--- config.mk ---
export PLATFORM = sky130hd
export DESIGN_NAME = wb_bram_arbiter
export DESIGN_NICKNAME = d
export VERILOG_FILES = /design/src/rtl/wb_bram_arbiter_pkg.sv /design/src/rtl/wb_bram_arbiter_watchdog.sv /design/src/rtl/wb_bram_arbiter.sv
export SDC_FILE = /design/constraint.sdc
export NUM_CORES = 1
export LEC_CHECK = 0
export ABC_AREA = 1
export CAP_MARGIN = 20
export CELL_PAD_IN_SITES_DETAIL_PLACEMENT = 1
export CELL_PAD_IN_SITES_GLOBAL_PLACEMENT = 2
export CORE_ASPECT_RATIO = 0.7
export CORE_MARGIN = 2
export CORE_UTILIZATION = 10
export CTS_CLUSTER_SIZE = 12
export DETAILED_ROUTE_END_ITERATION = 7
export PLACE_DENSITY_LB_ADDON = 0.15
export SYNTH_ARGS = -nofsm -noshare
export SYNTH_HDL_FRONTEND = slang
export SYNTH_SLANG_ARGS = --single-unit
--- constraint.sdc ---
create_clock -name CLK_I -period 3.48 [get_ports CLK_I]
set_clock_uncertainty 0.05 [all_clocks]
set_input_delay 0.522 -clock CLK_I [delete_from_list [all_inputs] [get_ports CLK_I]]
set_output_delay 0.522 -clock CLK_I [all_outputs]
set_load 0.01 [all_outputs]
--- src/rtl/wb_bram_arbiter_pkg.sv ---
// wb_bram_arbiter_pkg: FSM state encoding and one-hot grant constants for the two-master WISHBONE arbiter
// Holds the shared arbiter types: arb_state_e (IDLE/GNT0/GNT1), GNT_* one-hot grant codes,
// and gnt_of() mapping a state to its grant vector {M1,M0}.
package wb_bram_arbiter_pkg;
  typedef enum logic [1:0] {
    IDLE = 2'd0,
    GNT0 = 2'd1,
    GNT1 = 2'd2
  } arb_state_e;
  localparam logic [1:0] GNT_NONE = 2'b00;
  localparam logic [1:0] GNT_M0 = 2'b01;
  localparam logic [1:0] GNT_M1 = 2'b10;
  function automatic logic [1:0] gnt_of(input arb_state_e s);
    return s == GNT0 ? GNT_M0 : s == GNT1 ? GNT_M1 : GNT_NONE;
  endfunction
endpackage

--- src/rtl/wb_bram_arbiter_watchdog.sv ---
// wb_bram_arbiter_watchdog: counts consecutive unacknowledged strobe cycles and flags expiry
// Ports: CLK_I clock, RST_I sync active-high reset, CLR clear count (ack / grant release),
//        RUN strobe presented this cycle, EXPIRE high on the TIMEOUT-th unacknowledged strobe cycle.
module wb_bram_arbiter_watchdog #(
  parameter int TIMEOUT = 15
) (
  input  logic CLK_I,
  input  logic RST_I,
  input  logic CLR,
  input  logic RUN,
  output logic EXPIRE
);
  localparam int CW = $clog2(TIMEOUT + 1);
  localparam logic [CW-1:0] LIMIT = CW'(TIMEOUT - 1);
  logic [CW-1:0] cnt_q, cnt_d;
  // Expiry depends only on the registered count and the raw strobe, never on the slave ACK,
  // so the forced-low strobe cannot loop back through a combinational write acknowledge.
  assign EXPIRE = RUN & (cnt_q == LIMIT);
  always_comb cnt_d = (CLR | EXPIRE) ? '0 : (RUN & (cnt_q != '1)) ? cnt_q + 1'b1 : cnt_q;
  always_ff @(posedge CLK_I)
    if (RST_I) cnt_q <= '0;
    else cnt_q <= cnt_d;
endmodule

--- src/rtl/wb_bram_arbiter.sv ---
// wb_bram_arbiter: two-master WISHBONE arbiter, round-robin per locked CYC, onto one BRAM slave port
// Ports: CLK_I/RST_I clock and sync active-high reset; Mx_CYC_I/STB_I/WE_I/ADR_I/DAT_I master requests;
//        Mx_DAT_O/ACK_O/ERR_O master responses; S_STB_O/WE_O/ADR_O/DAT_O slave request;
//        S_DAT_I/S_ACK_I slave response; GNT_O one-hot current owner {M1,M0}.
module wb_bram_arbiter
  import wb_bram_arbiter_pkg::*;
#(
  parameter int AW      = 3,
  parameter int DW      = 32,
  parameter int TIMEOUT = 15
) (
  input  logic          CLK_I,
  input  logic          RST_I,
  input  logic          M0_CYC_I,
  input  logic          M0_STB_I,
  input  logic          M0_WE_I,
  input  logic [AW-1:0] M0_ADR_I,
  input  logic [DW-1:0] M0_DAT_I,
  output logic [DW-1:0] M0_DAT_O,
  output logic          M0_ACK_O,
  output logic          M0_ERR_O,
  input  logic          M1_CYC_I,
  input  logic          M1_STB_I,
  input  logic          M1_WE_I,
  input  logic [AW-1:0] M1_ADR_I,
  input  logic [DW-1:0] M1_DAT_I,
  output logic [DW-1:0] M1_DAT_O,
  output logic          M1_ACK_O,
  output logic          M1_ERR_O,
  output logic          S_STB_O,
  output logic          S_WE_O,
  output logic [AW-1:0] S_ADR_O,
  output logic [DW-1:0] S_DAT_O,
  input  logic [DW-1:0] S_DAT_I,
  input  logic          S_ACK_I,
  output logic [1:0]    GNT_O
);
  arb_state_e state_q, state_d;
  logic last_q, last_d;
  logic [1:0] gnt_q;
  logic own0, own1, own_cyc, raw_stb, expire, g0, g1;
  assign own0 = state_q == GNT0;
  assign own1 = state_q == GNT1;
  assign own_cyc = (own0 & M0_CYC_I) | (own1 & M1_CYC_I);
  assign raw_stb = (own0 & M0_CYC_I & M0_STB_I) | (own1 & M1_CYC_I & M1_STB_I);
  assign S_STB_O = raw_stb & ~expire;
  assign S_WE_O = S_STB_O & (own0 ? M0_WE_I : M1_WE_I);
  assign S_ADR_O = own0 ? M0_ADR_I : own1 ? M1_ADR_I : '0;
  assign S_DAT_O = own0 ? M0_DAT_I : own1 ? M1_DAT_I : '0;
  assign M0_ACK_O = own0 & S_ACK_I & S_STB_O;
  assign M1_ACK_O = own1 & S_ACK_I & S_STB_O;
  assign M0_ERR_O = own0 & expire;
  assign M1_ERR_O = own1 & expire;
  assign M0_DAT_O = S_DAT_I;
  assign M1_DAT_O = S_DAT_I;
  assign GNT_O = gnt_q;
  // last_q = 1 means M1 was the most recent owner, so M0 wins a tie.
  assign g0 = M0_CYC_I & (~M1_CYC_I | last_q);
  assign g1 = M1_CYC_I & ~g0;
  always_comb begin
    state_d = state_q;
    last_d = last_q;
    if (state_q == IDLE) state_d = g0 ? GNT0 : g1 ? GNT1 : IDLE;
    else if (!own_cyc) begin
      last_d = own1;
      state_d = own0 ? (M1_CYC_I ? GNT1 : IDLE) : (M0_CYC_I ? GNT0 : IDLE);
    end
  end
  always_ff @(posedge CLK_I)
    if (RST_I) begin
      state_q <= IDLE;
      last_q <= 1'b1;
      gnt_q <= GNT_NONE;
    end else begin
      state_q <= state_d;
      last_q <= last_d;
      gnt_q <= gnt_of(state_d);
    end
  // Releasing CYC (including the idle state) clears the count, so a grant change always starts fresh.
  wb_bram_arbiter_watchdog #(.TIMEOUT(TIMEOUT)) u_wd (
    .CLK_I (CLK_I),
    .RST_I (RST_I),
    .CLR   (S_ACK_I | ~own_cyc),
    .RUN   (raw_stb),
    .EXPIRE(expire)
  );
endmodule

==> metrics, run 1 <==
status completed; Setup violations, final 0; CP max stage cell clkdlybuf4s50_1; CTS tree done; Tcrit/Tclk final 81.0%; most common library cell in the layout ignoring fill and taps clkdlybuf4s50_1; Area Growth Syn to Fin 68.8%; row count 37; crit path cell chain clkdlybuf4s50_1 -> nand4_1 -> nand2_2 -> nand2_1 -> nor3_1 -> clkdlybuf4s50_1; pwr dens 256 nW/um^2; clock tree buffer depth 2; Post-Syn Instances 256; diodes inserted 0; # clock sinks 9; DRC viols 0; crit path max fanout 7; via count 1720; worst slew pin tran 414 ps; pin count of the biggest net entering global routing 32; syn nets 369; minimum clock period 2820 ps; GPL Wtd Cong 0.690; H-tree Lvls 1; CTS buffer count 3; Clock Root Buffer clkbuf_16; fillers 1816; final wirelength 6.38 mm; max cap viols 0; maximum clock rate 355 MHz; Die H 107 microns; effective utilization at floorplan 10.2%; Crit path top cell by count clkdlybuf4s50_1; Vias/cell 3.41; final hold violation count 0; Post-Syn Area per Cell 5.89 sq um; IO Port Bufs 121; path type of the worst setup path in2out; Post-CTS Setup Inserts 0; HPWL after DPL 5.11 mm; initial DRC count 47; final hold slack 455 ps; leakage 1.05 nW; first-pass GRT wire length 9.56 mm; most frequent cells in the layout clkdlybuf4s50_1, nand2_1, nand3_1, inv_1, dfxtp_1; maximum VDD drop 0.191 mV; critical path required time 2910 ps; worst hold path class reg2reg; Yosys Warn Count 0; max_slew headroom 72.4%; Pins Over Slew Limit 0; area of the multi-input gates 742 sq um; DRT Pass-1 Iters 4; post-synthesis register bit count 9; crit path DAT 2250 ps; Reg clk slew, reported paths 40 ps; sequential-to-total area share from yosys stat 12.0%; worst skew pair latency 230 ps; die width 151 microns; GRT overflow 0; CP startpoint kind primary input; setup TNS 0 ps; Syn Std Cell Area 1510 sq um; RSZ-0062 raised after global routing false; Worst path max stage delay 560 ps; Synth cell types 21; number of hold buffers added after cts 0; die footprint 16100 sq um; antenna violations before repair 0; Ports 218; vias in the first global route 1775; Crit. End Element output pin; Detail Route Antenna Nets 0; Final #Nets 423; share of cells above drive strength 1 5.50%; post-CTS sizing 0; WL per Instance 12.6 microns; Reg area 181 sq um; Core Area 14700 sq um; GRT Util Overall 7.49%
[worst max-delay path, delay by kind of cell]
| kind | cells | cell delay, ps |
|---|---|---|
| buffers and inverters | 2 | 1120 |
| and+or+nand+nor | 4 | 590 |
[registers in the layout (all words and copies together) (netlist names)]
signal / cells
GNT_O: 2
last_q: 1
state_q: 2
u_wd.cnt_q: 4
[kinds of logic (layout without fill, tap and decap cells)]
| kind of cell | count (synthesis) | count (layout) | share of synthesized area, % |
|---|---|---|---|
| xor+xnor | 1 | 1 | 0.581 |
| buf+inv | 89 | 142 | 38.8 |
| flops | 9 | 9 | 12.0 |
| fa+ha+maj | 2 | 2 | 1.66 |
| simple gates | 146 | 146 | 42.6 |
| compound gates | 9 | 9 | 4.40 |
[layout make-up]
cell class	count	share of cell area, %
clock buffers	4	3.10
inverters	14	2.06
multi-input cells	158	29.2
flip-flops and latches	9	7.13
well taps	195	9.59
repair buffers	124	49.0
[stage by stage]
step / utilization [%] / area [sq um] / cells / power (mW) / worst slack, ps
after floorplan: - / 1510 / 256 / 0.313 / 1790
after global placement: 16.8 / 2470 / 500 / 0.463 / 652
after detailed placement: 16.8 / 2470 / 500 / 0.456 / 623
after CTS: 17.3 / 2540 / 504 / 0.667 / 626
after global routing: 17.3 / 2540 / 504 / 0.699 / 480
final: 17.3 / 2540 / 504 / 0.652 / 660
[metal layers]
layer | GRT usage (%) | vias to the layer above | share of wire, % | routed length [microns]
met4 | 1.00 | 0 | 0.42 | 27
met1 | 9.88 | 770 | 45 | 2860
met2 | 12.2 | 88 | 46 | 2930
met3 | 2.51 | 4 | 8.8 | 563
met5 | 0 | - | 0 | 0
li1 | - | 858 | - | -
[power breakdown]
| group | leakage [nW] | internal [mW] | total [mW] | switching (mW) |
|---|---|---|---|---|
| Combinational | 0.933 | 0.189 | 0.326 | 0.137 |
| Clock | 0.0382 | 0.153 | 0.206 | 0.0525 |
| Sequential | 0.0739 | 0.110 | 0.120 | 0.00969 |
| Total | 1.05 | 0.453 | 0.652 | 0.199 |
[path summary, 6_finish.rpt]
path / depth (start not counted) / start / end / slack, ps
max: 6 / M0_CYC_I / M1_ACK_O / 660
min: 2 / last_q / last_q / 460
max reg2reg: 6 / state_q[1] / u_wd.cnt_q[1] / 1910
min reg2reg: 2 / last_q / last_q / 460
[cell usage after synthesis (all sizes together)]
cell / instances / share of area, %
or2: 1 / 0.42
o211ai: 1 / 0.50
nand3: 47 / 16
buf: 69 / 34
nor3: 2 / 0.66
a21oi: 7 / 3.6
ha: 2 / 1.7
nand2: 87 / 22
clkbuf: 6 / 1.5
nor2: 4 / 1.5
nand4: 3 / 1.2
inv: 14 / 3.5
o21ai: 1 / 0.33
dfxtp: 9 / 12
xor2: 1 / 0.58
nor3b: 2 / 1.0
Note: power is estimated with default switching activity, not from simulation.
==> run 2, diff against run 1 <==
clock period = 2.45 ns   (was 3.48 ns; I/O delays follow)
==> metrics, run 2 (synthesized netlist as in run 1, its figures left out) <==
CP startpoint kind primary input (unchanged); initial DRC count 66 (was 47); max reg flops 4 (unchanged); via count 1722 (was 1720); max cap viols 0 (unchanged); status completed (unchanged); Clock Root Buffer clkbuf_16 (unchanged); Biggest register u_wd.cnt_q (unchanged); Non-Filler Instances 511 (was 504); max_slew headroom 85.9% (was 72.4%); maximum VDD drop 0.186 mV (was 0.191 mV); Detail Route Antenna Nets 0 (unchanged); WL per Instance 12.7 microns (was 12.6 microns); first-pass GRT wire length 9.72 mm (was 9.56 mm); DRC viols 0 (unchanged); worst hold path class reg2reg (unchanged); leakage 1.13 nW (was 1.05 nW); Area Growth Syn to Fin 72.8% (was 68.8%); dpl cell area 2520 sq um (was 2470 sq um); HPWL after DPL 5.24 mm (was 5.11 mm); most common library cell in the layout ignoring fill and taps clkdlybuf4s50_1 (unchanged); clock tree buffer depth 2 (unchanged); path type of the worst setup path in2out (unchanged); CTS tree done (unchanged); vias in the first global route 1855 (was 1775); setup TNS 0 ps (unchanged); Core Area 14700 sq um (unchanged); DRT Pass-1 Iters 4 (unchanged); fillers 1797 (was 1816); Setup violations, final 0 (unchanged); CP delay by family, top buffers and inverters (unchanged); post-route cell area 2610 sq um (was 2540 sq um); area of the multi-input gates 742 sq um (unchanged); minimum clock period 2250 ps; pwr dens 362 nW/um^2 (was 256 nW/um^2); Worst path max stage delay 540 ps (was 560 ps); H-tree Lvls 1 (unchanged); Final Util 17.7% (was 17.3%); antenna violations before repair 0 (unchanged); Post-CTS Setup Inserts 0 (unchanged); die width 151 microns (unchanged); GRT overflow 0 (unchanged); Crit path top cell by count clkdlybuf4s50_1 (unchanged); Worst R2R Setup Slack 980 ps (was 1910 ps); share of cells above drive strength 1 7.59% (was 5.50%); row count 37 (unchanged); GPL Wtd Cong 0.717 (was 0.690); die footprint 16100 sq um (unchanged); pin count of the biggest net entering global routing 36 (was 32); DP Cell Count 507 (was 500); critical path required time 2030 ps (was 2910 ps); # clock sinks 9 (unchanged); Reg area 181 sq um (unchanged); Reg clk slew, reported paths 40 ps (about the same); diodes inserted 0 (unchanged); crit path DAT 1830 ps (was 2250 ps); worst skew pair latency 240 ps (was 230 ps); CP max stage cell clkdlybuf4s50_1 (unchanged); maximum clock rate 445 MHz; effective utilization at floorplan 10.2% (unchanged); CTS buffer count 3 (unchanged); Vias/cell 3.37 (was 3.41); Final #Nets 430 (was 423); Tcrit/Tclk final 91.7%; GRT Util Overall 7.63% (was 7.49%); Die H 107 microns (unchanged); crit path buf inv count 2 (unchanged); crit path max fanout 3 (was 7); worst slew pin tran 211 ps (was 414 ps); Pwr Total 0.944 mW (was 0.652 mW); IO Port Bufs 121 (unchanged); final wirelength 6.50 mm (was 6.38 mm); Crit. End Element output pin (unchanged); RSZ-0062 raised after global routing false (unchanged); final hold violation count 0 (unchanged); most frequent cells in the layout clkdlybuf4s50_1, nand2_1, nand3_1, inv_1, buf_4 (was clkdlybuf4s50_1, nand2_1, nand3_1, inv_1, dfxtp_1); Ports 218 (unchanged); crit path cell chain clkdlybuf4s50_1 -> nand4_1 -> nand2_2 -> nand2_1 -> nor2_1 -> clkdlybuf4s50_1 (was clkdlybuf4s50_1 -> nand4_1 -> nand2_2 -> nand2_1 -> nor3_1 -> clkdlybuf4s50_1); Pins Over Slew Limit 0 (unchanged)
run 2: area by class of cell:
class                      count  share of cell area [%]
sequential                     9                    6.96
multi-input combinational    158                    28.5
timing repair buffer         131                    50.1
clock buffer                   4                    3.03
inverter                      14                    2.02
tap                          195                    9.37
run 2: power breakdown:
| part | internal (mW) | total, mW | switching [mW] |
|---|---|---|---|
| Combinational | 0.280 | 0.486 | 0.205 |
| Clock | 0.218 | 0.292 | 0.0738 |
| Sequential | 0.157 | 0.166 | 0.00936 |
| Total | 0.655 | 0.944 | 0.289 |
run 2: metal layers:
layer | GRT usage, % | share of wire, % | routed length, microns | vias to the layer above
met5 | 0 | 0 | 0 | -
met4 | 1.00 | 0.32 | 21 | 0
met3 | 3.02 | 9.7 | 632 | 4
met2 | 11.8 | 45 | 2890 | 88
met1 | 10.3 | 45 | 2950 | 760
li1 | - | - | - | 870
run 2: path summary, 6_finish.rpt:
path / cells past startpoint / from / endpoint
setup / recovery: 6 / M0_CYC_I / M0_ERR_O
hold / removal: 2 / last_q / last_q
setup reg to reg: 7 / state_q[1] / state_q[1]
hold reg to reg: 2 / last_q / last_q
run 2: worst min-delay path: cells and delay by family (launching register included):
family | cells | cell delay [ps]
AOI/OAI and AO/OA | 1 | 60
and+or+nand+nor | 1 | 50
DFF | 1 | 320
run 2: metrics by stage:
step	hold slack [ps]	setup slack, ps
final	428	203
after floorplan	391	975
after global placement	420	97.8
after global routing	482	78.4
after detailed placement	419	55.8
after CTS	431	55.9
run 2: repair_timing:
action / 4_1_cts / 5_1_grt
resized for setup: 0 / 3
hold buffers: 0 / 0
endpoints found under the setup margin: 0 / 3
==> run 3, diff against run 2 <==
GPL_TIMING_DRIVEN = 0   (was unset)
clock period = 2.75 ns   (was 2.45 ns; I/O delays follow)
==> metrics, run 3 (synthesized netlist as in run 1, its figures left out) <==
Core Area 14700 sq um (unchanged); first-pass GRT wire length 12.1 mm (was 9.72 mm); most frequent cells in the layout clkdlybuf4s50_1, nand2_1, buf_4, nand3_1, inv_1 (was clkdlybuf4s50_1, nand2_1, nand3_1, inv_1, buf_4); Area Growth Syn to Fin 145% (was 72.8%); Post-CTS Setup Inserts 0 (unchanged); Vias/cell 3.53 (was 3.37); max_slew headroom 69.0% (was 85.9%); DRC viols 0 (unchanged); CTS tree done (unchanged); setup TNS 0 ps (unchanged); H-tree Lvls 1 (unchanged); die width 151 microns (unchanged); most common library cell in the layout ignoring fill and taps clkdlybuf4s50_1 (unchanged); final hold violation count 0 (unchanged); Ports 218 (unchanged); maximum clock rate 396 MHz; GRT Util Overall 9.36% (was 7.63%); FF-to-FF path depth 6 (was 7); RSZ-0062 raised after global routing false (unchanged); # clock sinks 9 (unchanged); HPWL after DPL 7.07 mm (was 5.24 mm); DP Cell Count 636 (was 507); diodes inserted 0 (unchanged); Non-Filler Instances 640 (was 511); pre-CTS setup slack 57.8 ps (was 55.8 ps); pwr dens 276 nW/um^2 (was 362 nW/um^2); maximum VDD drop 0.256 mV (was 0.186 mV); crit path max fanout 10 (was 3); Detail Route Antenna Nets 0 (unchanged); IO Port Bufs 185 (was 121); crit path DAT 2060 ps (was 1830 ps); critical path required time 2290 ps (was 2030 ps); status completed (unchanged); Biggest register u_wd.cnt_q (unchanged); initial DRC count 51 (was 66); leakage 1.65 nW (was 1.13 nW); Pins Over Slew Limit 0 (unchanged); max reg flops 4 (unchanged); worst skew pair latency 230 ps (was 240 ps); die footprint 16100 sq um (unchanged); path type of the worst setup path reg2out (was in2out); Reg clk slew, reported paths 40 ps (about the same); Final #Nets 559 (was 430); max cap viols 0 (unchanged); CP startpoint kind register (was primary input); CP delay by family, top buffers and inverters (unchanged); via count 2257 (was 1722); vias in the first global route 2333 (was 1855); Crit path depth 6 (unchanged); row count 37 (unchanged); Tcrit/Tclk final 91.9%; DRT Pass-1 Iters 4 (unchanged); worst hold path class reg2reg (unchanged); Final Util 25.1% (was 17.7%); Worst path max stage delay 550 ps (was 540 ps); CP max stage cell clkdlybuf4s50_1 (unchanged); final hold slack 435 ps (was 428 ps); effective utilization at floorplan 10.2% (unchanged); GRT overflow 0 (unchanged); final wirelength 8.14 mm (was 6.50 mm); crit path cell chain inv_2 -> buf_4 -> clkbuf_1 -> nand3_1 -> nand2_1 -> clkdlybuf4s50_1 (was clkdlybuf4s50_1 -> nand4_1 -> nand2_2 -> nand2_1 -> nor2_1 -> clkdlybuf4s50_1); Crit. End Element output pin (unchanged); CTS buffer count 3 (unchanged); share of cells above drive strength 1 19.3% (was 7.59%); Setup violations, final 0 (unchanged); post-route cell area 3690 sq um (was 2610 sq um); clock tree buffer depth 2 (unchanged); antenna violations before repair 0 (unchanged); pin count of the biggest net entering global routing 11 (was 36); GPL Wtd Cong 0.722 (was 0.717); Pwr Total 1.02 mW (was 0.944 mW); dpl cell area 3600 sq um (was 2520 sq um); minimum clock period 2530 ps; worst slew pin tran 464 ps (was 211 ps); hold path depth 2 (unchanged); Worst Setup Slack, final 224 ps (was 203 ps); crit path buf inv count 4 (was 2); Clock Root Buffer clkbuf_16 (unchanged); Die H 107 microns (unchanged); WL per Instance 12.7 microns (about the same)
==> run 3: path summary, 6_finish.rpt <==
| kind | startpoint | end | slack, ps |
|---|---|---|---|
| hold / removal | last_q | last_q | 440 |
| setup / recovery | state_q[1] | S_DAT_O[13] | 220 |
| hold reg to reg | last_q | last_q | 440 |
| setup reg to reg | state_q[0] | GNT_O[1] | 1370 |
==> run 3: report_power, final <==
| group | internal, mW | switching, mW |
|---|---|---|
| Combinational | 0.378 | 0.238 |
| Clock | 0.194 | 0.0616 |
| Sequential | 0.139 | 0.00748 |
| Total | 0.712 | 0.307 |
==> run 3: layout make-up <==
cell class / count / area [sq um]
inverters: 14 / 52.6
repair buffers: 185 / 1860
multi-input cells: 158 / 742
fillers: 1796 / 11000
clock buffers: 4 / 78.8
flip-flops and latches: 9 / 180
plain buffers: 75 / 538
well taps: 195 / 244
==> run 3: routing by layer <==
metal  track usage, %  part of all wire, %  up-vias
li1                 -                    -     1130
met1             11.2                   41     1043
met2             18.0                   52       82
met3             1.62                  7.2        2
met4            0.801                 0.17        0
met5                0                    0        -
==> run 3: tightest hold or removal path, delay by kind of cell (launching register included) <==
family	cells	cell delay, ps
compound gates	1	70
flops	1	320
simple gates	1	50
==> run 3: timing repair <==
action | in CTS | in global routing
hold buffers | 0 | 0
gates resized for setup | 0 | 10
endpoints found under the setup margin | 0 | 20
